**src/rtl/cpc_audio_pkg.sv**
```systemverilog
// cpc_audio_pkg: shared definitions for the CPC PSG audio mixer.
//   - FSM state encoding (IDLE / ACC / DONE)
//   - config byte field offsets and the unpacked per-channel config struct
//   - legacy default mix (A-left, B-centre-half, C-right)
//   - clog2 helper usable in parameter expressions
package cpc_audio_pkg;

  typedef enum logic [1:0] {
    ST_IDLE = 2'd0,
    ST_ACC  = 2'd1,
    ST_DONE = 2'd2
  } state_t;

  // Config byte layout: [3:0] gain, [4] left, [5] right, [6] reserved, [7] mute
  localparam int unsigned CFG_GAIN_LSB = 0;
  localparam int unsigned CFG_GAIN_W   = 4;
  localparam int unsigned CFG_L        = 4;
  localparam int unsigned CFG_R        = 5;
  localparam int unsigned CFG_RSVD     = 6;
  localparam int unsigned CFG_MUTE     = 7;

  // Legacy three-channel mix, channel 0 in the LSBs: 0x18 = A left gain 8,
  // 0x34 = B both gain 4, 0x28 = C right gain 8.
  localparam logic [23:0] LEGACY_CFG3 = 24'h28_34_18;
  localparam logic [47:0] LEGACY_CFG  = {2{LEGACY_CFG3}};

  // Upper bound on channels covered by the generated default config
  localparam int unsigned MAX_NCH = 64;

  // Reserved bit is dropped; nothing downstream ever looks at it.
  typedef struct packed {
    logic       mute;
    logic       r_en;
    logic       l_en;
    logic [3:0] gain;
  } ch_cfg_t;

  function automatic int unsigned clog2(input int unsigned v);
    int unsigned r;
    r = 0;
    for (int unsigned i = 0; i < 32; i++) begin
      if ((64'd1 << i) < 64'(v)) r = i + 1;
    end
    return r;
  endfunction

  // Legacy pattern repeated every three channels (one PSG per group of three)
  function automatic logic [8*MAX_NCH-1:0] legacy_cfg();
    logic [8*MAX_NCH-1:0] r;
    r = '0;
    for (int unsigned i = 0; i < MAX_NCH; i++) begin
      r[8*i +: 8] = LEGACY_CFG3[8*(i%3) +: 8];
    end
    return r;
  endfunction

  function automatic ch_cfg_t cfg_unpack(input logic [7:0] b);
    ch_cfg_t c;
    logic    unused_rsvd;
    unused_rsvd = b[CFG_RSVD];
    c.mute = b[CFG_MUTE];
    c.r_en = b[CFG_R];
    c.l_en = b[CFG_L];
    c.gain = b[CFG_GAIN_LSB +: CFG_GAIN_W];
    return c;
  endfunction

endpackage

```
**src/rtl/cpc_audio_mixer_mac.sv**
```systemverilog
// cpc_audio_mac: single-channel multiply, gated dual accumulate and the final
// shift/saturate output stage of the mixer.
// Ports:
//   clk, rst      clock, asynchronous active-high reset
//   i_clr         clear both accumulators (start of frame)
//   i_en          accumulate the current channel this clk
//   i_latch       register saturated (acc >> 4) into o_l / o_r
//   i_smp         current channel sample
//   i_gain        current channel gain (x/16)
//   i_l_en/i_r_en current channel routing
//   i_mute        current channel mute
//   o_l, o_r      registered left/right mix, held between frames
module cpc_audio_mac #(
  parameter int unsigned IN_W  = 8,
  parameter int unsigned OUT_W = 8,
  parameter int unsigned ACC_W = 15
) (
  input  logic             clk,
  input  logic             rst,
  input  logic             i_clr,
  input  logic             i_en,
  input  logic             i_latch,
  input  logic [IN_W-1:0]  i_smp,
  input  logic [3:0]       i_gain,
  input  logic             i_l_en,
  input  logic             i_r_en,
  input  logic             i_mute,
  output logic [OUT_W-1:0] o_l,
  output logic [OUT_W-1:0] o_r
);

  localparam int unsigned PW = IN_W + 4;
  localparam int unsigned CW = (ACC_W > OUT_W) ? ACC_W : OUT_W;

  logic [PW-1:0]    w_prod;
  logic [ACC_W-1:0] r_acc_l;
  logic [ACC_W-1:0] r_acc_r;
  logic [CW-1:0]    w_sh_l;
  logic [CW-1:0]    w_sh_r;

  assign w_prod = PW'(i_smp) * PW'(i_gain);
  assign w_sh_l = CW'(r_acc_l >> 4);
  assign w_sh_r = CW'(r_acc_r >> 4);

  function automatic logic [OUT_W-1:0] sat(input logic [CW-1:0] v);
    if (v > CW'({OUT_W{1'b1}})) return '1;
    return v[OUT_W-1:0];
  endfunction

  always_ff @(posedge clk or posedge rst) begin
    if (rst) begin
      r_acc_l <= '0;
      r_acc_r <= '0;
    end else if (i_clr) begin
      r_acc_l <= '0;
      r_acc_r <= '0;
    end else if (i_en && !i_mute) begin
      if (i_l_en) r_acc_l <= r_acc_l + ACC_W'(w_prod);
      if (i_r_en) r_acc_r <= r_acc_r + ACC_W'(w_prod);
    end
  end

  always_ff @(posedge clk or posedge rst) begin
    if (rst) begin
      o_l <= '0;
      o_r <= '0;
    end else if (i_latch) begin
      o_l <= sat(w_sh_l);
      o_r <= sat(w_sh_r);
    end
  end

endmodule

```
**src/rtl/cpc_audio_mixer.sv**
```systemverilog
// cpc_audio_mixer: N-channel stereo PSG mixer with per-channel gain, routing
// and mute. One channel is accumulated per clk after each ce; results are
// saturated and presented with a one-clk valid strobe.
// Ports:
//   clk       system clock
//   reset     asynchronous active-high reset
//   ce        sample strobe (one clk wide)
//   ch_in     NCH samples of IN_W bits, channel 0 in the LSBs
//   cfg_wr    config write strobe
//   cfg_addr  channel index to write (out-of-range writes ignored)
//   cfg_din   config byte: [3:0] gain, [4] L, [5] R, [6] reserved, [7] mute
//   audio_l   left mix
//   audio_r   right mix
//   valid     one-clk pulse when audio_l/audio_r update
//   overrun   sticky: ce arrived mid-frame; cleared by an accepted cfg write
module cpc_audio_mixer
  import cpc_audio_pkg::*;
#(
  parameter int unsigned      NCH     = 6,
  parameter int unsigned      IN_W    = 8,
  parameter int unsigned      OUT_W   = 8,
  parameter logic [8*NCH-1:0] DEF_CFG = (8*NCH)'(legacy_cfg()),
  localparam int unsigned     AW      = (clog2(NCH) < 1) ? 1 : clog2(NCH)
) (
  input  logic                clk,
  input  logic                reset,
  input  logic                ce,
  input  logic [NCH*IN_W-1:0] ch_in,
  input  logic                cfg_wr,
  input  logic [AW-1:0]       cfg_addr,
  input  logic [7:0]          cfg_din,
  output logic [OUT_W-1:0]    audio_l,
  output logic [OUT_W-1:0]    audio_r,
  output logic                valid,
  output logic                overrun
);

  localparam int unsigned ACC_W = IN_W + 4 + clog2(NCH);

  state_t          r_state;
  state_t          w_state_nxt;
  ch_cfg_t         r_cfg      [NCH];
  ch_cfg_t         r_snap_cfg [NCH];
  logic [IN_W-1:0] r_snap_smp [NCH];
  logic [AW-1:0]   r_idx;
  logic            r_valid;
  logic            r_overrun;

  logic            w_start;
  logic            w_acc_en;
  logic            w_latch;
  logic            w_last;
  logic            w_wr_ok;
  ch_cfg_t         w_cur_cfg;
  logic [IN_W-1:0] w_cur_smp;

  assign w_wr_ok   = cfg_wr && (32'(cfg_addr) < NCH);
  assign w_last    = (32'(r_idx) == NCH - 1);
  assign w_cur_cfg = r_snap_cfg[r_idx];
  assign w_cur_smp = r_snap_smp[r_idx];

  always_comb begin
    w_state_nxt = r_state;
    w_start     = 1'b0;
    w_acc_en    = 1'b0;
    w_latch     = 1'b0;
    case (r_state)
      ST_IDLE: begin
        if (ce) begin
          w_start     = 1'b1;
          w_state_nxt = ST_ACC;
        end
      end
      ST_ACC: begin
        w_acc_en = 1'b1;
        if (w_last) w_state_nxt = ST_DONE;
      end
      ST_DONE: begin
        w_latch     = 1'b1;
        w_state_nxt = ST_IDLE;
      end
      default: w_state_nxt = ST_IDLE;
    endcase
  end

  always_ff @(posedge clk or posedge reset) begin
    if (reset) begin
      r_state <= ST_IDLE;
      r_idx   <= '0;
      r_valid <= 1'b0;
    end else begin
      r_state <= w_state_nxt;
      r_valid <= w_latch;
      if (w_start) r_idx <= '0;
      else if (w_acc_en && !w_last) r_idx <= r_idx + AW'(1);
    end
  end

  // Snapshot reads r_cfg before any same-clk write lands, so a write that
  // coincides with ce only affects the following frame.
  always_ff @(posedge clk or posedge reset) begin
    if (reset) begin
      for (int unsigned i = 0; i < NCH; i++) begin
        r_cfg[i]      <= cfg_unpack(DEF_CFG[8*i +: 8]);
        r_snap_cfg[i] <= '0;
        r_snap_smp[i] <= '0;
      end
    end else begin
      if (w_start) begin
        for (int unsigned i = 0; i < NCH; i++) begin
          r_snap_cfg[i] <= r_cfg[i];
          r_snap_smp[i] <= ch_in[IN_W*i +: IN_W];
        end
      end
      if (w_wr_ok) r_cfg[cfg_addr] <= cfg_unpack(cfg_din);
    end
  end

  // A dropped sample in the same clk as a clearing write still flags.
  always_ff @(posedge clk or posedge reset) begin
    if (reset) begin
      r_overrun <= 1'b0;
    end else if (ce && (r_state != ST_IDLE)) begin
      r_overrun <= 1'b1;
    end else if (w_wr_ok) begin
      r_overrun <= 1'b0;
    end
  end

  cpc_audio_mac #(
    .IN_W  (IN_W),
    .OUT_W (OUT_W),
    .ACC_W (ACC_W)
  ) u_mac (
    .clk     (clk),
    .rst     (reset),
    .i_clr   (w_start),
    .i_en    (w_acc_en),
    .i_latch (w_latch),
    .i_smp   (w_cur_smp),
    .i_gain  (w_cur_cfg.gain),
    .i_l_en  (w_cur_cfg.l_en),
    .i_r_en  (w_cur_cfg.r_en),
    .i_mute  (w_cur_cfg.mute),
    .o_l     (audio_l),
    .o_r     (audio_r)
  );

  assign valid   = r_valid;
  assign overrun = r_overrun;

endmodule

```
**config.mk**
```make
export PLATFORM = sky130hd
export DESIGN_NAME = cpc_audio_mixer
export DESIGN_NICKNAME = d
export VERILOG_FILES = /design/src/rtl/cpc_audio_pkg.sv /design/src/rtl/cpc_audio_mixer_mac.sv /design/src/rtl/cpc_audio_mixer.sv
export SDC_FILE = /design/constraint.sdc
export NUM_CORES = 1
export LEC_CHECK = 0
export ABC_AREA = 1
export BUFFER_PORTS_ARGS = -buffer_cell sky130_fd_sc_hd__buf_4
export CAP_MARGIN = 40
export CELL_PAD_IN_SITES_DETAIL_PLACEMENT = 1
export CELL_PAD_IN_SITES_GLOBAL_PLACEMENT = 1
export CORE_UTILIZATION = 49
export DETAILED_ROUTE_END_ITERATION = 7
export PLACE_DENSITY = 0.87
export SLEW_MARGIN = 20
export SYNTH_ARGS = -nofsm -noshare
export SYNTH_HDL_FRONTEND = slang
export SYNTH_HIERARCHICAL = 1
export SYNTH_SLANG_ARGS = --single-unit
```
**constraint.sdc**
```tcl
create_clock -name clk -period 10.2 [get_ports clk]
set_input_delay 0.51 -clock clk [delete_from_list [all_inputs] [get_ports clk]]
set_output_delay 0.51 -clock clk [all_outputs]
set_load 0.02 [all_outputs]
```
==> metrics.txt <==
CTS buffer count 17; synth warn 6; element type at the critical path start register; clock slew at reported path FFs 0.08 ns; Final ANT Viol Nets 0; port bufs 79; gr ovfl total 0; Worst path max stage delay 0.68 ns; drt total wl 29.18 mm; area share of the largest cell type after synthesis 0.4044; Synth Register Bits 185; # diodes 0; initial antenna violation count 0; Slew Limit Headroom 0.4286; FILL cells 2678; final setup TNS 0 ns; met3 wire len 1.031 mm; CP endpoint kind register; row cnt 53; GRT Resource Usage Total 0.2805; CTS Buffer Depth 2; WL/cell 16.77 um; fin cells 1740; Crit path top cell by count nand2_1; Mapped Cells 1397; cts repair resizes 0; Slew Limit Fails 0; Initial Utilization 0.5017; Max Used Layer met4; final worst path period share 0.5772; Placed Cells 1707; worst slew pin tran 0.8511 ns; final setup vio count 0; Most used DFF post-synth dfrtp_1; CTS Hold Buffers Added 0; top cells by area, synth dfrtp_1 (40%), nand2_1 (19%), inv_1 (6.8%); Synthesized Nets 1518; Core ar. 0.02109 sq mm; I/O pin total 81; dpl hpwl 19.81 mm; delay-heaviest family, CP adder cells; f_max 0.1699 GHz; Yosys cell types 38; drt first pass iters 5; status finished clean; WL met2 14.03 mm; chip width 148.9 um; die footprint 0.02218 sq mm; Root Driver clkbuf_16; Crit path buffers/inverters 5; Crit-path slowest cell xnor2_1; Post-layout nets 1573; Setup Fix Bufs, Post-CTS 0; max cap viols 0; initial DRC count 480; latest clock arrival within the worst-skew pair 0.45 ns; Worst Skew 0.01347 ns; Via density 5.307; Die Y 148.9 um; largest net degree at the start of global routing 76; share of layout cells above drive strength 1 0.1160; vias post-DR 9235; r2r setup slk 4.31 ns; vias in the first global route 9696; CP arrival 6.21 ns; CTS tree done; RSZ-0062 raised after global routing false; Seq/Total Area, Yosys 0.4392; Post-synth EDFFs 0; WS Path Type register to register; Synth Cell Area 0.01058 sq mm; area delta synth->final 12.13%; async set-reset flop share out of synthesis 1.000; routability cong. 0.8798; CTS H-Tree Depth 4; Hold Vio Cnt, Final 0; Residual DRC 0; Min-Delay Path Class input pin to async pin; Avg Cell Area, Syn 7.573 sq um; CP max FO 39; clock sink count 185; M1 WL 13.57 mm; first-pass GRT wire length 48.52 mm; Critical Path RT 10.52 ns; Final min period 5.887 ns; Yosys top cell by area dfrtp_1
==> worst register-to-register path: cells and delay by family, from the launching register on <==
family                     cells  cell delay, ns
adders and majority gates      4            1.83
buffers and inverters          5            0.78
and+or+nand+nor               16            1.82
DFF                            1            0.39
xor gates and xnor gates       1            0.68
AOI/OAI and AO/OA              2            0.28
==> sequential cells by signal (all words and copies together), names as in the netlist <==
| signal | cells |
|---|---|
| u_mac/o_l | 8 |
| r_idx | 3 |
| r_snap_smp | 48 |
| overrun | 1 |
| valid | 1 |
| r_state | 2 |
| u_mac/o_r | 8 |
| u_mac/r_acc_l | 15 |
| r_cfg | 42 |
| u_mac/r_acc_r | 15 |
| r_snap_cfg | 42 |
==> cells by family after synthesis <==
kind of cell	Yosys count	share of synthesized area
flip-flops	185	0.4392
AO/OA/AOI/OAI	195	0.09756
AND/OR/NAND/NOR	695	0.2707
adder cells (fa/ha/maj)	58	0.07852
buffers and inverters	253	0.1049
XOR/XNOR	11	0.009107
==> through the flow <==
| step | area, sq um | hold slack [ns] | worst slack, ns | utilization |
|---|---|---|---|---|
| CTS | 11850 | 0.1708 | 4.127 | 0.5621 |
| global route | 11860 | 0.1932 | 4.047 | 0.5626 |
| finish | 11860 | 0.1271 | 4.313 | 0.5626 |
| floorplan | 10580 | 0.4407 | 5.643 | - |
| detailed placement | 11260 | 0.4575 | 4.299 | 0.5339 |
| global placement | 11210 | 0.4518 | 4.496 | 0.5316 |
==> cell usage in the layout (no fill, tap or decap), types with 8 or more instances in the layout <==
master	count
xor2_1	8
o21ai_0	81
inv_1	191
nand3_1	80
nand2_1	536
o21ai_1	60
inv_2	8
a21oi_1	31
buf_4	84
dfrtp_1	171
nand2_2	9
nor2_1	34
fa_1	14
o211ai_1	15
or2_2	9
dfstp_2	14
clkbuf_16	17
ha_1	44
==> Yosys cell counts (3+ instances only) <==
| master | n |
|---|---|
| nor2_1 | 34 |
| fa_1 | 14 |
| or2_2 | 9 |
| o211ai_1 | 15 |
| a21oi_1 | 31 |
| buf_4 | 9 |
| clkbuf_1 | 10 |
| ha_1 | 44 |
| o21ai_0 | 81 |
| nand3_2 | 4 |
| nand4_1 | 4 |
| nand2_1 | 536 |
| buf_6 | 14 |
| o21ai_1 | 60 |
| inv_2 | 9 |
| dfstp_2 | 14 |
| nand3b_1 | 5 |
| nand3_1 | 80 |
| inv_1 | 193 |
| xor2_1 | 8 |
| buf_2 | 17 |
| xnor2_1 | 3 |
| nand2_2 | 9 |
| dfrtp_1 | 171 |
| nor2_4 | 3 |
==> metal layers <==
metal	vias to the layer above	global-route usage
met5	-	0
met4	0	0.08929
met3	43	0.04373
met2	181	0.4698
met1	4565	0.3721
li1	4446	-
==> cell type report <==
class / count / area, sq um / share of cell area
Tap cell: 275 / 344.1 / 0.02900
Clock inverter: 13 / 151.4 / 0.01276
Inverter: 202 / 765.7 / 0.06454
Timing Repair Buffer: 87 / 689.4 / 0.05811
Multi-Input combinational cell: 959 / 4823 / 0.4066
Sequential cell: 185 / 4647 / 0.3917
Clock buffer: 19 / 442.9 / 0.03733
==> path summary, 6_finish.rpt <==
| path | from | endpoint | cells past startpoint |
|---|---|---|---|
| min reg2reg | r_snap_cfg[13] | r_snap_cfg[13] | 2 |
| min in group clk | ch_in[32] | r_snap_smp[8] | 3 |
| max | r_idx[0] | u_mac/r_acc_r[13] | 28 |
| max in group asynchronous | reset | r_cfg[32] | 4 |
| max reg2reg | r_idx[0] | u_mac/r_acc_r[13] | 28 |
| min | reset | valid | 2 |
Power is not shown: default switching activity piles up to over one toggle a cycle in this logic, so the estimate is an artifact.
